<file path="src/rtl/uart_tx_sched.sv">
`default_nettype none
//==============================================================================
// Module   : uart_tx_sched
// Desc     : Round-robin scheduler sharing one byte-wide UART transmitter among
//            N requesters, with per-requester lock, inter-frame gap and a
//            sticky error when the transmitter never reports busy.
// Revision : 1.0  initial release
//==============================================================================
module uart_tx_sched #(
    parameter int N          = 4,
    parameter int GAP_CYCLES = 0,
    parameter int HI_TIMEOUT = 3
) (
    input  logic                 clk,
    input  logic                 srst_n,
    input  logic [N-1:0]         req_valid,
    input  logic [8*N-1:0]       req_data,
    input  logic [N-1:0]         req_lock,
    output logic [N-1:0]         req_ready,
    output logic                 tx_start,
    output logic [7:0]           tx_data,
    input  logic                 tx_busy,
    output logic [$clog2(N)-1:0] grant_id,
    output logic                 sched_busy,
    output logic                 err,
    input  logic                 err_clr
);

    localparam int c_IDW = $clog2(N);
    localparam int c_TOW = (HI_TIMEOUT > 1) ? $clog2(HI_TIMEOUT) : 1;

    localparam logic [c_IDW:0]   c_N        = (c_IDW+1)'(N);
    localparam logic [c_IDW-1:0] c_LAST_ID  = c_IDW'(N - 1);
    localparam logic [c_TOW-1:0] c_TO_LAST  = c_TOW'((HI_TIMEOUT > 0) ? HI_TIMEOUT - 1 : 0);
    localparam logic [7:0]       c_GAP_LAST = 8'((GAP_CYCLES > 0) ? GAP_CYCLES - 1 : 0);

    localparam logic [2:0] c_ST_IDLE    = 3'd0;
    localparam logic [2:0] c_ST_LAUNCH  = 3'd1;
    localparam logic [2:0] c_ST_WAIT_HI = 3'd2;
    localparam logic [2:0] c_ST_WAIT_LO = 3'd3;
    localparam logic [2:0] c_ST_GAP     = 3'd4;
    localparam logic [2:0] c_ST_AFTER   = (GAP_CYCLES > 0) ? c_ST_GAP : c_ST_IDLE;

    logic [2:0]       r_state;
    logic [2:0]       w_state_nxt;
    logic [c_IDW-1:0] r_ptr;
    logic [c_IDW-1:0] r_grant_id;
    logic             r_lock_hold;
    logic [7:0]       r_tx_data;
    logic             r_err;
    logic [c_TOW-1:0] r_to_cnt;
    logic [7:0]       r_gap_cnt;

    logic [7:0]       w_data [N];
    logic [c_IDW:0]   w_sum;
    logic [c_IDW-1:0] w_rr_idx;
    logic             w_rr_found;
    logic             w_hold_win;
    logic [c_IDW-1:0] w_win;
    logic             w_accept;
    logic             w_to_expire;
    logic [N-1:0]     w_ready;

    generate
        for (genvar gi = 0; gi < N; gi++) begin : g_unpack
            assign w_data[gi] = req_data[8*gi +: 8];
        end
    endgenerate

    // Descending scan so the last hit is the first valid index at or after r_ptr.
    always_comb begin
        w_rr_found = 1'b0;
        w_rr_idx   = '0;
        w_sum      = '0;
        for (int k = N - 1; k >= 0; k--) begin
            w_sum = {1'b0, r_ptr} + (c_IDW+1)'(k);
            if (w_sum >= c_N) begin
                w_sum = w_sum - c_N;
            end
            if (req_valid[w_sum[c_IDW-1:0]]) begin
                w_rr_found = 1'b1;
                w_rr_idx   = w_sum[c_IDW-1:0];
            end
        end
    end

    assign w_hold_win  = r_lock_hold & req_valid[r_grant_id];
    assign w_win       = w_hold_win ? r_grant_id : w_rr_idx;
    assign w_accept    = (r_state == c_ST_IDLE) & w_rr_found;
    assign w_to_expire = (r_state == c_ST_WAIT_HI) & ~tx_busy & (r_to_cnt == c_TO_LAST);

    always_comb begin
        w_ready = '0;
        if (w_accept && srst_n) begin
            w_ready[w_win] = 1'b1;
        end
    end

    always_comb begin
        w_state_nxt = r_state;
        case (r_state)
            c_ST_IDLE: begin
                if (w_accept) begin
                    w_state_nxt = c_ST_LAUNCH;
                end
            end
            c_ST_LAUNCH: begin
                w_state_nxt = c_ST_WAIT_HI;
            end
            c_ST_WAIT_HI: begin
                if (tx_busy) begin
                    w_state_nxt = c_ST_WAIT_LO;
                end else if (w_to_expire) begin
                    w_state_nxt = c_ST_AFTER;
                end
            end
            c_ST_WAIT_LO: begin
                if (!tx_busy) begin
                    w_state_nxt = c_ST_AFTER;
                end
            end
            c_ST_GAP: begin
                if (r_gap_cnt == c_GAP_LAST) begin
                    w_state_nxt = c_ST_IDLE;
                end
            end
            default: begin
                w_state_nxt = c_ST_IDLE;
            end
        endcase
    end

    always_ff @(posedge clk or negedge srst_n) begin
        if (!srst_n) begin
            r_state <= c_ST_IDLE;
        end else begin
            r_state <= w_state_nxt;
        end
    end

    always_ff @(posedge clk or negedge srst_n) begin
        if (!srst_n) begin
            r_ptr       <= '0;
            r_grant_id  <= '0;
            r_lock_hold <= 1'b0;
            r_tx_data   <= '0;
            r_err       <= 1'b0;
            r_to_cnt    <= '0;
            r_gap_cnt   <= '0;
        end else begin
            if (w_accept) begin
                r_tx_data  <= w_data[w_win];
                r_grant_id <= w_win;
                r_ptr      <= (w_win == c_LAST_ID) ? '0 : w_win + 1'b1;
            end
            // An idle cycle without an accept means the holder is gone, so the lock drops.
            if (r_state == c_ST_IDLE) begin
                r_lock_hold <= w_accept & req_lock[w_win];
            end
            r_to_cnt  <= ((r_state == c_ST_WAIT_HI) && !tx_busy) ? r_to_cnt + 1'b1 : '0;
            r_gap_cnt <= (r_state == c_ST_GAP) ? r_gap_cnt + 8'd1 : 8'd0;
            if (err_clr) begin
                r_err <= 1'b0;
            end else if (w_to_expire) begin
                r_err <= 1'b1;
            end
        end
    end

    assign req_ready  = w_ready;
    assign tx_start   = (r_state == c_ST_LAUNCH);
    assign tx_data    = r_tx_data;
    assign grant_id   = r_grant_id;
    assign sched_busy = (r_state != c_ST_IDLE);
    assign err        = r_err;

endmodule
`default_nettype wire

</file>
<file path="config.mk">
export PLATFORM = sky130hd
export DESIGN_NAME = uart_tx_sched
export DESIGN_NICKNAME = d
export VERILOG_FILES = /design/src/rtl/uart_tx_sched.sv
export SDC_FILE = /design/constraint.sdc
export NUM_CORES = 1
export LEC_CHECK = 0
export ABC_AREA = 1
export CORE_ASPECT_RATIO = 0.5
export CORE_MARGIN = 2
export CORE_UTILIZATION = 40
export DETAILED_ROUTE_END_ITERATION = 10
export HOLD_SLACK_MARGIN = 0.12
export PLACE_DENSITY_LB_ADDON = 0.08
export SYNTH_ARGS = -nofsm -noshare
export SYNTH_HDL_FRONTEND = slang
export SYNTH_SLANG_ARGS = --single-unit
</file>
<file path="constraint.sdc">
create_clock -name clk -period 2.2 [get_ports clk]
set_input_delay 0.44 -clock clk [delete_from_list [all_inputs] [get_ports clk]]
set_output_delay 0.44 -clock clk [all_outputs]
set_load 0.01 [all_outputs]
</file>
# Word-level counts from Yosys, hierarchy flattened
# Cells that the tools add are included.
# classes
bitwise,7
reduce_logical,9
n_eq_ne,10
n_mux,42
n_addsub,10
n_lt_le_gt_ge,12
# op_table
op,n
8-bit 2-to-1 mux,3
2-bit 2-to-1 mux,11
2-bit by 3-bit < comparator with 1-bit output (second input constant),6
8-bit binary-select mux with 2-bit select,1
3-bit 2-to-1 mux,5
3-bit case mux with 5 select lines,1
1-bit 2-to-1 mux,13
1-bit binary-select mux with 2-bit select,6
3-bit greater-or-equal comparator (second input constant),4
8-bit by 1-bit adder with 8-bit output (second input constant),1
8-bit zero test,1
2-bit by 1-bit subtractor with 2-bit output (second input constant),4
2-bit by 2-bit adder with 3-bit output (second input constant),2
3-bit by 2-bit == test with 1-bit output (second input constant),2
2-bit != test (second input constant),3
1-bit AND,5
2-bit by 1-bit adder with 2-bit output (second input constant),2
2-bit == test (second input constant),2
4-bit 2-to-1 mux,1
4-bit AND reduction,1
2-bit by 1-bit adder with 3-bit output (second input constant),1
3-bit by 1-bit == test with 1-bit output (second input constant),1
3-bit == test (second input constant),1
2-bit by 3-bit greater-or-equal comparator with 1-bit output (second input constant),1
other kinds (10),12
# totals
register_bits,27
input_bits,44
out_inout_bits,17
wordCells,98

# Depth between registers and ports, before layout
# depth
depth_word,15
mapped_depth,15
ltp_nobuf,14

# Worst setup path before layout
# OpenSTA, ideal clock, no wires.
# synth_path
path_type,input port to output port
from,input port req_valid[1]
to,output port req_ready[0]
path_buffers,1
arrival_ns,1.745
setup_slack_ns,0.015
required_ns,1.760
path_stages,13
cell_sequence,inv_1 a21oi_1 o21ai_0 nand2_1 nand2_2 inv_1 nor2_1 nand2_1 o21ai_2 buf_6 ha_1 inv_1 nor2_1
# synth_via
elab_chain_len,12
word_cells_on_any_way,28
classes_between,2 x order compare; 22 x mux; 2 x bitwise; 2 x reduce/logical
# synth_lines
element,line,source
"start, declared",16,"input logic [N-1:0] req_valid,"
1-bit binary-select mux with 2-bit select,80,if (req_valid[w_sum[c_IDW-1:0]]) begin
1-bit 2-to-1 mux (not written as such),80,
2-bit 2-to-1 mux (4 in series),80,
2-bit 2-to-1 mux,88,assign w_win = w_hold_win ? r_grant_id : w_rr_idx;
2-bit by 3-bit < comparator with 1-bit output (not written as such) or 2-bit by 1-bit greater-or-equal comparator with 1-bit output (tied branches),95,w_ready[w_win] = 1'b1;
1-bit logical AND (not written as such),95,
1-bit 2-to-1 mux (not written as such),95,
1-bit demux with 2-bit select,95,
4-bit 2-to-1 mux *,94,if (w_accept && srst_n) begin
"end, declared",19,"output logic [N-1:0] req_ready,"
# Mark *: on every way between the ends. The rest lies on a longest branch, timed or not. The select of a mux whose other input is x is not followed.

# Worst setup path in the final report
# layout_path
from,register r_ptr[0]
to,output port req_ready[1]
# layout_via
elab_chain_len,15
word_cells_on_any_way,40
classes_between,7 x add/sub; 6 x order compare; 24 x mux; 1 x bitwise; 2 x reduce/logical
# layout_lines
element,line,source
"start, declared",46,logic [c_IDW-1:0] r_ptr;
"start signal, assigned",154,r_ptr <= (w_win == c_LAST_ID) ? '0 : w_win + 1'b1;
2-bit by 2-bit adder with 3-bit output,76,"w_sum = {1'b0, r_ptr} + (c_IDW+1)'(k);"
3-bit greater-or-equal comparator or 2-bit by 1-bit subtractor with 2-bit output (tied branches),"77, 78",
2-bit 2-to-1 mux,77,if (w_sum >= c_N) begin
1-bit binary-select mux with 2-bit select,80,
1-bit 2-to-1 mux (not written as such),80,
2-bit 2-to-1 mux (3 in series),80,
2-bit 2-to-1 mux *,80,
2-bit 2-to-1 mux *,88,
net w_win[0],59,logic [c_IDW-1:0] w_win;
2-bit by 3-bit < comparator with 1-bit output (not written as such) or 2-bit by 1-bit greater-or-equal comparator with 1-bit output (tied branches),95,
1-bit logical AND (not written as such),95,
1-bit 2-to-1 mux (not written as such),95,
1-bit demux with 2-bit select *,95,
4-bit 2-to-1 mux *,94,
# Mark *: on every way through the listed nets, which the timed path passes. The rest lies on a longest branch. The select of a mux whose other input is x is not followed.

==> flow_metrics.env <==
export IMPL_io_buffer_count=60
export IMPL_ir_worst_vdd_v=0.000672
export IMPL_syn_avg_cell_area_um2=6.27
export IMPL_initial_core_util_pct=40.9
export IMPL_synth_edf_count=0
export IMPL_max_cap_viol_count=0
export IMPL_num_vias=1790
export IMPL_cts_tree="done"
export IMPL_place_gp_congestion=0.847
export IMPL_antenna_left=0
export IMPL_hp_class="flop to flop"
export IMPL_chipHeight_um=48.3
export IMPL_layout_nets=383
export IMPL_r2r_slack_ns=0.14
export IMPL_synth_cell_types=26
export IMPL_async_flop_share_pct=100
export IMPL_synth_nets=300
export IMPL_cts_buffers_inserted=3
export IMPL_min_period_over_period_pct=113
export IMPL_area_growth_pct=61.2
export IMPL_endpoint_kind="output port"
export IMPL_layout_drive_gt1_share_pct=23.4
export IMPL_yosysTopAreaCellShare_pct=28.6
export IMPL_via_per_inst=4.63
export IMPL_whs_endpoint="r_to_cnt[0]$_DFF_PN0_"
export IMPL_syn_cell_area_mm2=0.00157
export IMPL_rsz0062_at_grt="yes"
export IMPL_min_delay_start="r_to_cnt[0]$_DFF_PN0_"
export IMPL_finish_instance_area_mm2=0.00253
export IMPL_yosysSeqAreaShare_pct=28.6
export IMPL_setup_viol=4
export IMPL_outcome="complete, but fails checks"
export IMPL_synth_area_leader_cell="dfrtp_1"
export IMPL_root_buffer="clkbuf_8"
export IMPL_fin_skew_ns=0.00331
export IMPL_netlist_top_cells_area="dfrtp_1 (29%), nand2_1 (19%), inv_1 (13%), nand3_1 (13%), ha_1 (4.0%)"
export IMPL_track_usage_pct=20.6
export IMPL_cts_buffer_depth=2
export IMPL_synth_seq_cells=18
export IMPL_cts_hold_buffers_added=0
export IMPL_critPathMaxFanout=6
export IMPL_clk_latency_ns=0.25
export IMPL_antenna_found_initial=0
export IMPL_place_detailed_hpwl_um=3300
export IMPL_p_per_area_mw_per_mm2=1570
export IMPL_post_route_min_period_ns=2.48
export IMPL_placed_area_mm2=0.00231
export IMPL_dr_pass1_iters=4
export IMPL_hold_depth=1
export IMPL_critical_path_class="flop to output port"
export IMPL_r2r_end="tx_data[3]$_DFFE_PN0P_"
export IMPL_slew_violations=0
export IMPL_p_leak_nw=1.37
export IMPL_wl_per_cell_um=11.0
export IMPL_ff2ff_path_depth=16
export IMPL_tightest_slew_ns=0.230
export IMPL_crit_start="r_ptr[0]$_DFFE_PN0P_"
export IMPL_cp_required_ns=1.76
export IMPL_r2r_start="r_ptr[0]$_DFFE_PN0P_"
export IMPL_synth_ff_type="dfrtp_1"
export IMPL_drtIter0Drc=63
export IMPL_grt_pass1_wl_um=7480
export IMPL_cts_htree_levels=1
export IMPL_clk_pin_slew_ns=0.06
export IMPL_max_freq_mhz=403
export IMPL_ys_warn_count=0
export IMPL_grt_ovfl_total=0
export IMPL_drt_wl_total_um=4260
export IMPL_grt_pass1_vias=1738
export IMPL_maxSlewHeadroom_pct=84.6
export IMPL_coreArea_mm2=0.00384
export IMPL_grt_start_max_net_pins=19
export IMPL_critPathLaunchType="flop"
export IMPL_synth_cells=251
export IMPL_clkSinkCount=18
export IMPL_rows=16
export IMPL_num_io_pins=61
export IMPL_antennaDiodeCount=0
export IMPL_timing_hold_ws_ns=0.422
export IMPL_arrival_ns=2.04
export IMPL_die_w_um=92.7
export IMPL_drc=0
export IMPL_hold_violations=0
export IMPL_violations="setup timing"
export IMPL_fin_ws_ns=-0.284
export IMPL_dieArea_mm2=0.00448
[per-layer routing]
metal  global-route usage (%)  routed length, um  part of all wire [%]
met1                     26.8               1910                    45
met2                     36.6               2110                    49
met3                     5.14                227                   5.3
met4                     1.47                 17                  0.40
met5                        0                  0                     0
[final cells by class]
class	count	area [um2]
multi-input combinational	168	952
fill	370	1310
sequential	18	452
tap	54	67.6
timing repair buffer	86	795
clock buffer	4	55.1
inverter	57	214
[sequential cells by signal, indices dropped and copies added (netlist names)]
register     count
r_to_cnt         2
err              1
tx_data          8
r_lock_hold      1
grant_id         2
r_state          2
r_ptr            2
[how the worst max path moves through the flow]
stage	to	slack, ns	cells past startpoint
after floorplan	req_ready[0]	0.02	13
after global placement	req_ready[0]	-0.81	14
after detailed placement	req_ready[1]	-0.90	14
after CTS	req_ready[2]	-0.28	13
after global routing	req_ready[3]	-0.42	13
final	req_ready[1]	-0.28	15
[synth_stat cells, types with 2 or more instances]
| master | n |
|---|---|
| buf_2 | 2 |
| o21ai_0 | 4 |
| inv_1 | 56 |
| nor2_1 | 12 |
| nand2_2 | 5 |
| buf_6 | 5 |
| dfrtp_1 | 18 |
| nand3_1 | 42 |
| nand3_2 | 2 |
| o21ai_1 | 2 |
| ha_1 | 5 |
| nand2_1 | 80 |
| a21oi_1 | 5 |
[cell usage in the layout (no fill, tap or decap), drive strengths merged]
master         Yosys  routed
inv               57      57
nand2             86      86
dlygate4sd2        0       4
a211oi             1       1
a21oi              6       6
buf                8      30
clkdlybuf4s50      0      52
dfrtp             18      18
nand4              1       1
nand3             45      45
xnor2              1       1
nor2              13      13
o21ai              7       7
clkbuf             0       4
ha                 5       5
o211ai             1       1
o21bai             1       1
nor3               1       1
[timing repair]
item	CTS	global route
setup buffers	5	3
resized for setup	51	11
endpoints found under the setup margin	4	4
hold endpoints to repair	0	0
pin swaps	18	16
[power breakdown]
part / switching, mW / internal [mW] / total, mW
Clock: 0.107 / 0.159 / 0.265
Sequential: 0.119 / 0.479 / 0.599
Combinational: 1.71 / 1.42 / 3.12
Total: 1.93 / 2.05 / 3.99
[stage by stage]
| stage | total power, mW | setup TNS, ns | utilization (%) | setup slack, ns | cells |
|---|---|---|---|---|---|
| after detailed placement | 3.30 | -4.24 | 60.2 | -0.901 | 375 |
| after global placement | 3.26 | -3.79 | 60.2 | -0.813 | 375 |
| final | 3.99 | -1.05 | 66.0 | -0.284 | 387 |
| after floorplan | 2.48 | 0 | - | 0.0151 | 251 |
| after CTS | 3.85 | -1.08 | 64.5 | -0.278 | 384 |
| after global routing | 4.40 | -1.63 | 66.0 | -0.419 | 387 |
[critical path, cell delays in order (launching register included)]
cell and delay (ns):
dfrtp_1 0.40, buf_12 0.15, buf_8 0.13, nand2_4 0.09, nand3_4 0.08, nand2_2 0.08
nand3_2 0.08, nand2_2 0.08, nand2_2 0.06, nand3_4 0.09, nand2_4 0.07, inv_2 0.07
ha_2 0.16, inv_1 0.04, nor2_1 0.08, buf_2 0.14
[cell families after synthesis]
logic type,synth area share [%]
AO/OA/AOI/OAI,6.52
XOR/XNOR,1.03
adder cells (fa/ha/maj),3.98
buffers and inverters,18.3
flip-flops,28.6
AND/OR/NAND/NOR,41.5
(Power assumes the default switching activity.)
